**src/rtl/button_event_detect.sv**
```systemverilog
// Multi-channel button front end: polarity fix, two-flop synchroniser, debounce
// and single-cycle press / release / long-press events per channel.
`timescale 1ns/1ps

module button_event_detect #(
  parameter int N_CH       = 4,
  parameter int DB_CNT     = 500000,
  parameter int LONG_CNT   = 100000000,
  parameter bit ACTIVE_LOW = 1'b0
) (
  input  logic            clk,
  input  logic            rst,
  input  logic [N_CH-1:0] input_sig,
  output logic [N_CH-1:0] level_o,
  output logic [N_CH-1:0] rise_pulse,
  output logic [N_CH-1:0] fall_pulse,
  output logic [N_CH-1:0] long_pulse,
  output logic            any_event
);

  localparam int CNT_W  = $clog2(DB_CNT);
  localparam int HOLD_W = $clog2(LONG_CNT + 1);

  localparam logic [CNT_W-1:0]  CNT_LAST  = CNT_W'(DB_CNT - 1);
  localparam logic [CNT_W-1:0]  CNT_ONE   = CNT_W'(1);
  localparam logic [HOLD_W-1:0] HOLD_ONE  = HOLD_W'(1);
  // Compared against the pre-increment value so long_pulse lands exactly
  // LONG_CNT edges after rise_pulse.
  localparam logic [HOLD_W-1:0] HOLD_FIRE = HOLD_W'(LONG_CNT - 2);

  logic [N_CH-1:0] pol;

  logic [N_CH-1:0] s1_q, s1_d;
  logic [N_CH-1:0] s2_q, s2_d;
  logic [N_CH-1:0] level_q, level_d;
  logic [N_CH-1:0] rise_q, rise_d;
  logic [N_CH-1:0] fall_q, fall_d;
  logic [N_CH-1:0] long_q, long_d;
  logic [N_CH-1:0] done_q, done_d;
  logic            any_q, any_d;

  logic [CNT_W-1:0]  cnt_q  [N_CH];
  logic [CNT_W-1:0]  cnt_d  [N_CH];
  logic [HOLD_W-1:0] hold_q [N_CH];
  logic [HOLD_W-1:0] hold_d [N_CH];

  assign pol = input_sig ^ {N_CH{ACTIVE_LOW}};

  always_comb begin
    // NOTE: every output of this block is given a default first, so no path
    // through the loop below can leave a signal unassigned and infer a latch.
    s1_d    = pol;
    s2_d    = s1_q;
    level_d = level_q;
    rise_d  = '0;
    fall_d  = '0;
    long_d  = '0;
    done_d  = done_q;
    cnt_d   = cnt_q;
    hold_d  = hold_q;

    for (int i = 0; i < N_CH; i++) begin
      if (s2_q[i] == level_q[i]) begin
        cnt_d[i] = '0;
      end else if (cnt_q[i] == CNT_LAST) begin
        level_d[i] = s2_q[i];
        cnt_d[i]   = '0;
        rise_d[i]  = s2_q[i];
        fall_d[i]  = ~s2_q[i];
      end else begin
        cnt_d[i] = cnt_q[i] + CNT_ONE;
      end

      // Hold timer restarts on release and during the rise_pulse cycle.
      if (!level_q[i] || rise_q[i]) begin
        hold_d[i] = '0;
        done_d[i] = 1'b0;
      end else if (!done_q[i]) begin
        hold_d[i] = hold_q[i] + HOLD_ONE;
        if (hold_q[i] == HOLD_FIRE) begin
          long_d[i] = 1'b1;
          done_d[i] = 1'b1;
        end
      end
    end

    any_d = |{rise_d, fall_d, long_d};
  end

  // NOTE: state registers use non-blocking assignments so every flop samples
  // the values from before this edge, independent of statement order.
  always_ff @(posedge clk or negedge rst) begin
    if (!rst) begin
      s1_q    <= '0;
      s2_q    <= '0;
      level_q <= '0;
      rise_q  <= '0;
      fall_q  <= '0;
      long_q  <= '0;
      done_q  <= '0;
      any_q   <= 1'b0;
      // NOTE: the per-channel counter arrays are plain flops, not RAM, so
      // they are reset element by element like any other state.
      for (int i = 0; i < N_CH; i++) begin
        cnt_q[i]  <= '0;
        hold_q[i] <= '0;
      end
    end else begin
      s1_q    <= s1_d;
      s2_q    <= s2_d;
      level_q <= level_d;
      rise_q  <= rise_d;
      fall_q  <= fall_d;
      long_q  <= long_d;
      done_q  <= done_d;
      any_q   <= any_d;
      cnt_q   <= cnt_d;
      hold_q  <= hold_d;
    end
  end

  assign level_o    = level_q;
  assign rise_pulse = rise_q;
  assign fall_pulse = fall_q;
  assign long_pulse = long_q;
  assign any_event  = any_q;

endmodule

```
**config.mk**
```make
export PLATFORM = sky130hd
export DESIGN_NAME = button_event_detect
export DESIGN_NICKNAME = d
export VERILOG_FILES = /design/src/rtl/button_event_detect.sv
export SDC_FILE = /design/constraint.sdc
export NUM_CORES = 1
export LEC_CHECK = 0
export ABC_AREA = 1
export BUFFER_PORTS_ARGS = -buffer_cell sky130_fd_sc_hd__buf_2
export CAP_MARGIN = 10
export CORE_ASPECT_RATIO = 1.25
export CORE_MARGIN = 3
export CORE_UTILIZATION = 25
export CTS_BUF_LIST = sky130_fd_sc_hd__clkbuf_8
export DETAILED_ROUTE_END_ITERATION = 8
export HOLD_SLACK_MARGIN = 0.02
export SLEW_MARGIN = 25
export SYNTH_ARGS = -nofsm -noshare
export SYNTH_HDL_FRONTEND = slang
export SYNTH_SLANG_ARGS = --single-unit
```
**constraint.sdc**
```tcl
create_clock -name clk -period 3.55 [get_ports clk]
set_clock_uncertainty 0.05 [all_clocks]
set_input_delay 0 -clock clk [delete_from_list [all_inputs] [get_ports clk]]
set_output_delay 0 -clock clk [all_outputs]
set_load 0.05 [all_outputs]
```
==> flow_metrics.env <==
export IMPL_required_ps=3950
export IMPL_fp_coreArea_um2=44500
export IMPL_die_height_um=245
export IMPL_clock_sinks=213
export IMPL_synth_warnings=0
export IMPL_worstSetupPathType="reg2reg"
export IMPL_status="complete, no violations"
export IMPL_synthTopCellsByArea="dfrtp_1, nor2_1, nand2_1, inv_1, nand3_1"
export IMPL_cp_arrival_ps=2430
export IMPL_worstHoldStart="input_sig[2]"
export IMPL_synth_area_um2=11400
export IMPL_fin_crit_sh=0.571
export IMPL_final_layout_size_suffix_gt1_frac=0.109
export IMPL_fill_cells=4801
export IMPL_numCtsBuffers=37
export IMPL_power_density_nw_per_um2=372
export IMPL_grt_pass1_wl_um=43700
export IMPL_rrSetupSlack_ps=1520
export IMPL_synth_fp_nets=1492
export IMPL_relSlewSlack=0.438
export IMPL_synth_top_area_share=0.468
export IMPL_die_area_um2=48100
export IMPL_io_pins=23
export IMPL_clock_latency_ps=540
export IMPL_yosys_area_top_type="dfrtp_1"
export IMPL_slowest_delay_ps=640
export IMPL_place_ws_ps=1560
export IMPL_finalInstanceArea_um2=13100
export IMPL_p_leak_nw=5.62
export IMPL_die_x_um=197
export IMPL_fp_row_count=86
export IMPL_avgViaCountPerCell=4.45
export IMPL_drv_slew=0
export IMPL_hpwlAfterDp_um=18100
export IMPL_detailed_place_area_um2=12200
export IMPL_whs_endpoint="s1_q[2]$_DFF_PN0_"
export IMPL_wl_per_cell_um=11.7
export IMPL_synth_cells=1474
export IMPL_synthArstFlopShare=1.00
export IMPL_cts_setup_buffers=0
export IMPL_multi_input_area_um2=5210
export IMPL_synth_cell_types=44
export IMPL_tns_ps=0
export IMPL_timing_fmax_mhz=493
export IMPL_wl_um=25000
export IMPL_cts_resized=0
export IMPL_track_usage=0.106
export IMPL_ys_seq_elements=213
export IMPL_hold_violations=0
export IMPL_hold_path_class="in2reg"
export IMPL_setup_viol=0
export IMPL_start_kind="flop"
export IMPL_nets=1552
export IMPL_grt_pass1_vias=9523
export IMPL_drt_pre_antenna_iters=5
export IMPL_cp_max_fo=11
export IMPL_clkTransAtPathRegs_ps=60
export IMPL_insertedDiodeCount=0
export IMPL_root_buffer="clkbuf_8"
export IMPL_ant_nets=0
export IMPL_synth_edf_count=0
export IMPL_antenna_found_initial=0
export IMPL_rsz0062_at_grt="no"
export IMPL_yosys_most_used_dff="dfrtp_1"
export IMPL_r2r_end="any_event$_DFF_PN0_"
export IMPL_worstPathCellList="inv_1 > nor2_1 > inv_1 > nor2_1 > nand3_1 > nand2_1 > nor2_1 > nand3_1"
export IMPL_grt_max_degree=125
export IMPL_ys_top_cells_by_count="nor2_1, nand2_1, dfrtp_1"
export IMPL_maxCapViolations=0
export IMPL_cp_common_cell="nor2_1"
export IMPL_rr_startpoint="level_o[1]$_DFFE_PN0P_"
export IMPL_r2r_cells=8
export IMPL_seq_area_frac_synth=0.468
export IMPL_drtIter0Drc=392
export IMPL_gp_congestion=0.851
export IMPL_cts_hold_fix_buffers=5
export IMPL_tightest_slew_ps=841
export IMPL_cp_slowest_cell="nor2_1"
export IMPL_total_power_mw=4.85
export IMPL_setup_slack_ps=1520
export IMPL_initial_utilization=0.255
export IMPL_cts_tree="yes"
export IMPL_seq_area_um2=5330
export IMPL_h_tree_depth=2
export IMPL_drc=0
export IMPL_vias=9478
export IMPL_ir_drop_mv=0.297
export IMPL_synth_avg_cell_area_um2=7.72
export IMPL_min_period_ps=2030
export IMPL_cp_end_kind="flop"
export IMPL_hold_path_cell_count=2
export IMPL_syn_to_final_growth_pct=14.7
export IMPL_synth_most_common_cell="nor2_1"
export IMPL_utilization=0.293
export IMPL_grt_overflow=0
export IMPL_cts_max_path_buffers=3
export IMPL_io_buffers=22
-- cell usage in the layout, fill, tap and decap left out, drive strengths merged --
cell / n
dlygate4sd3: 6
a2bb2oi: 1
a211oi: 1
o21a: 2
clkbuf: 47
nand3b: 5
and2: 2
a21oi: 89
ha: 12
bufinv: 1
inv: 212
o21ai: 72
nor3: 60
o21bai: 1
nand3: 117
clkinv: 10
buf: 28
or2: 1
dfrtp: 213
xor2: 21
xnor2: 9
nor3b: 4
clkinvlp: 2
nand2: 283
o31ai: 4
and3: 2
nor4: 3
a31oi: 13
o221ai: 4
nand4: 25
nor2: 310
-- state kept, by name, indices dropped and copies added, names as in the netlist --
register	cells
any_event	1
cnt_q	76
done_q	4
fall_pulse	4
hold_q	108
level_o	4
long_pulse	4
rise_pulse	4
s1_q	4
s2_q	4
-- routing by layer --
metal / global-route usage / wire (µm) / vias to the layer above
met5: 0 / 0 / -
met4: 0.0336 / 569 / 0
met3: 0.0218 / 1020 / 40
met2: 0.186 / 12300 / 138
met1: 0.129 / 11200 / 4441
li1: - / - / 4859
-- worst max-delay path, delay by kind of cell (launching register included) --
kind,cells,cell delay [ps]
buffers and inverters,2,370
AND/OR/NAND/NOR,6,1140
flip-flops,1,380
-- logic make-up after synthesis --
family                   synth area share
AND/OR/NAND/NOR                     0.332
buffers and inverters              0.0740
flip-flops                          0.468
AO/OA/AOI/OAI                      0.0894
XOR/XNOR                           0.0231
adder cells (fa/ha/maj)            0.0132
-- worst max-delay path by stage --
| stage | to | slack [ps] | depth (start not counted) | start |
|---|---|---|---|---|
| floorplan | hold_q[52]$_DFFE_PN0P_ | 1900 | 7 | level_o[2]$_DFFE_PN0P_ |
| detailed placement | any_event$_DFF_PN0_ | 1560 | 8 | level_o[1]$_DFFE_PN0P_ |
| global route | any_event$_DFF_PN0_ | 1320 | 8 | level_o[1]$_DFFE_PN0P_ |
| global placement | any_event$_DFF_PN0_ | 1640 | 8 | level_o[1]$_DFFE_PN0P_ |
| CTS | any_event$_DFF_PN0_ | 1550 | 8 | level_o[1]$_DFFE_PN0P_ |
| finish | any_event$_DFF_PN0_ | 1520 | 8 | level_o[1]$_DFFE_PN0P_ |
-- through the flow --
| stage | hold WS [ps] | cells |
|---|---|---|
| 2_1_floorplan | -346 | 1474 |
| 3_3_place_gp | 60.5 | 2060 |
| 3_5_place_dp | 59.4 | 2060 |
| 4_1_cts | 38.2 | 2130 |
| 5_1_grt | 50.9 | 2132 |
| 6_report | 62.8 | 2132 |
-- cell type report --
cell class | count | area share
Sequential cell | 213 | 0.408
Timing Repair Buffer | 34 | 0.0197
Tap cell | 572 | 0.0548
Inverter | 207 | 0.0595
Clock buffer | 47 | 0.0496
Clock inverter | 18 | 0.00872
Multi-Input combinational cell | 1041 | 0.399
-- power by group --
group / switching, mW / internal, mW
logic: 0.0802 / 0.0290
clock network: 1.02 / 1.27
registers: 0.0107 / 2.44
Power figures use the tool's default switching activity.
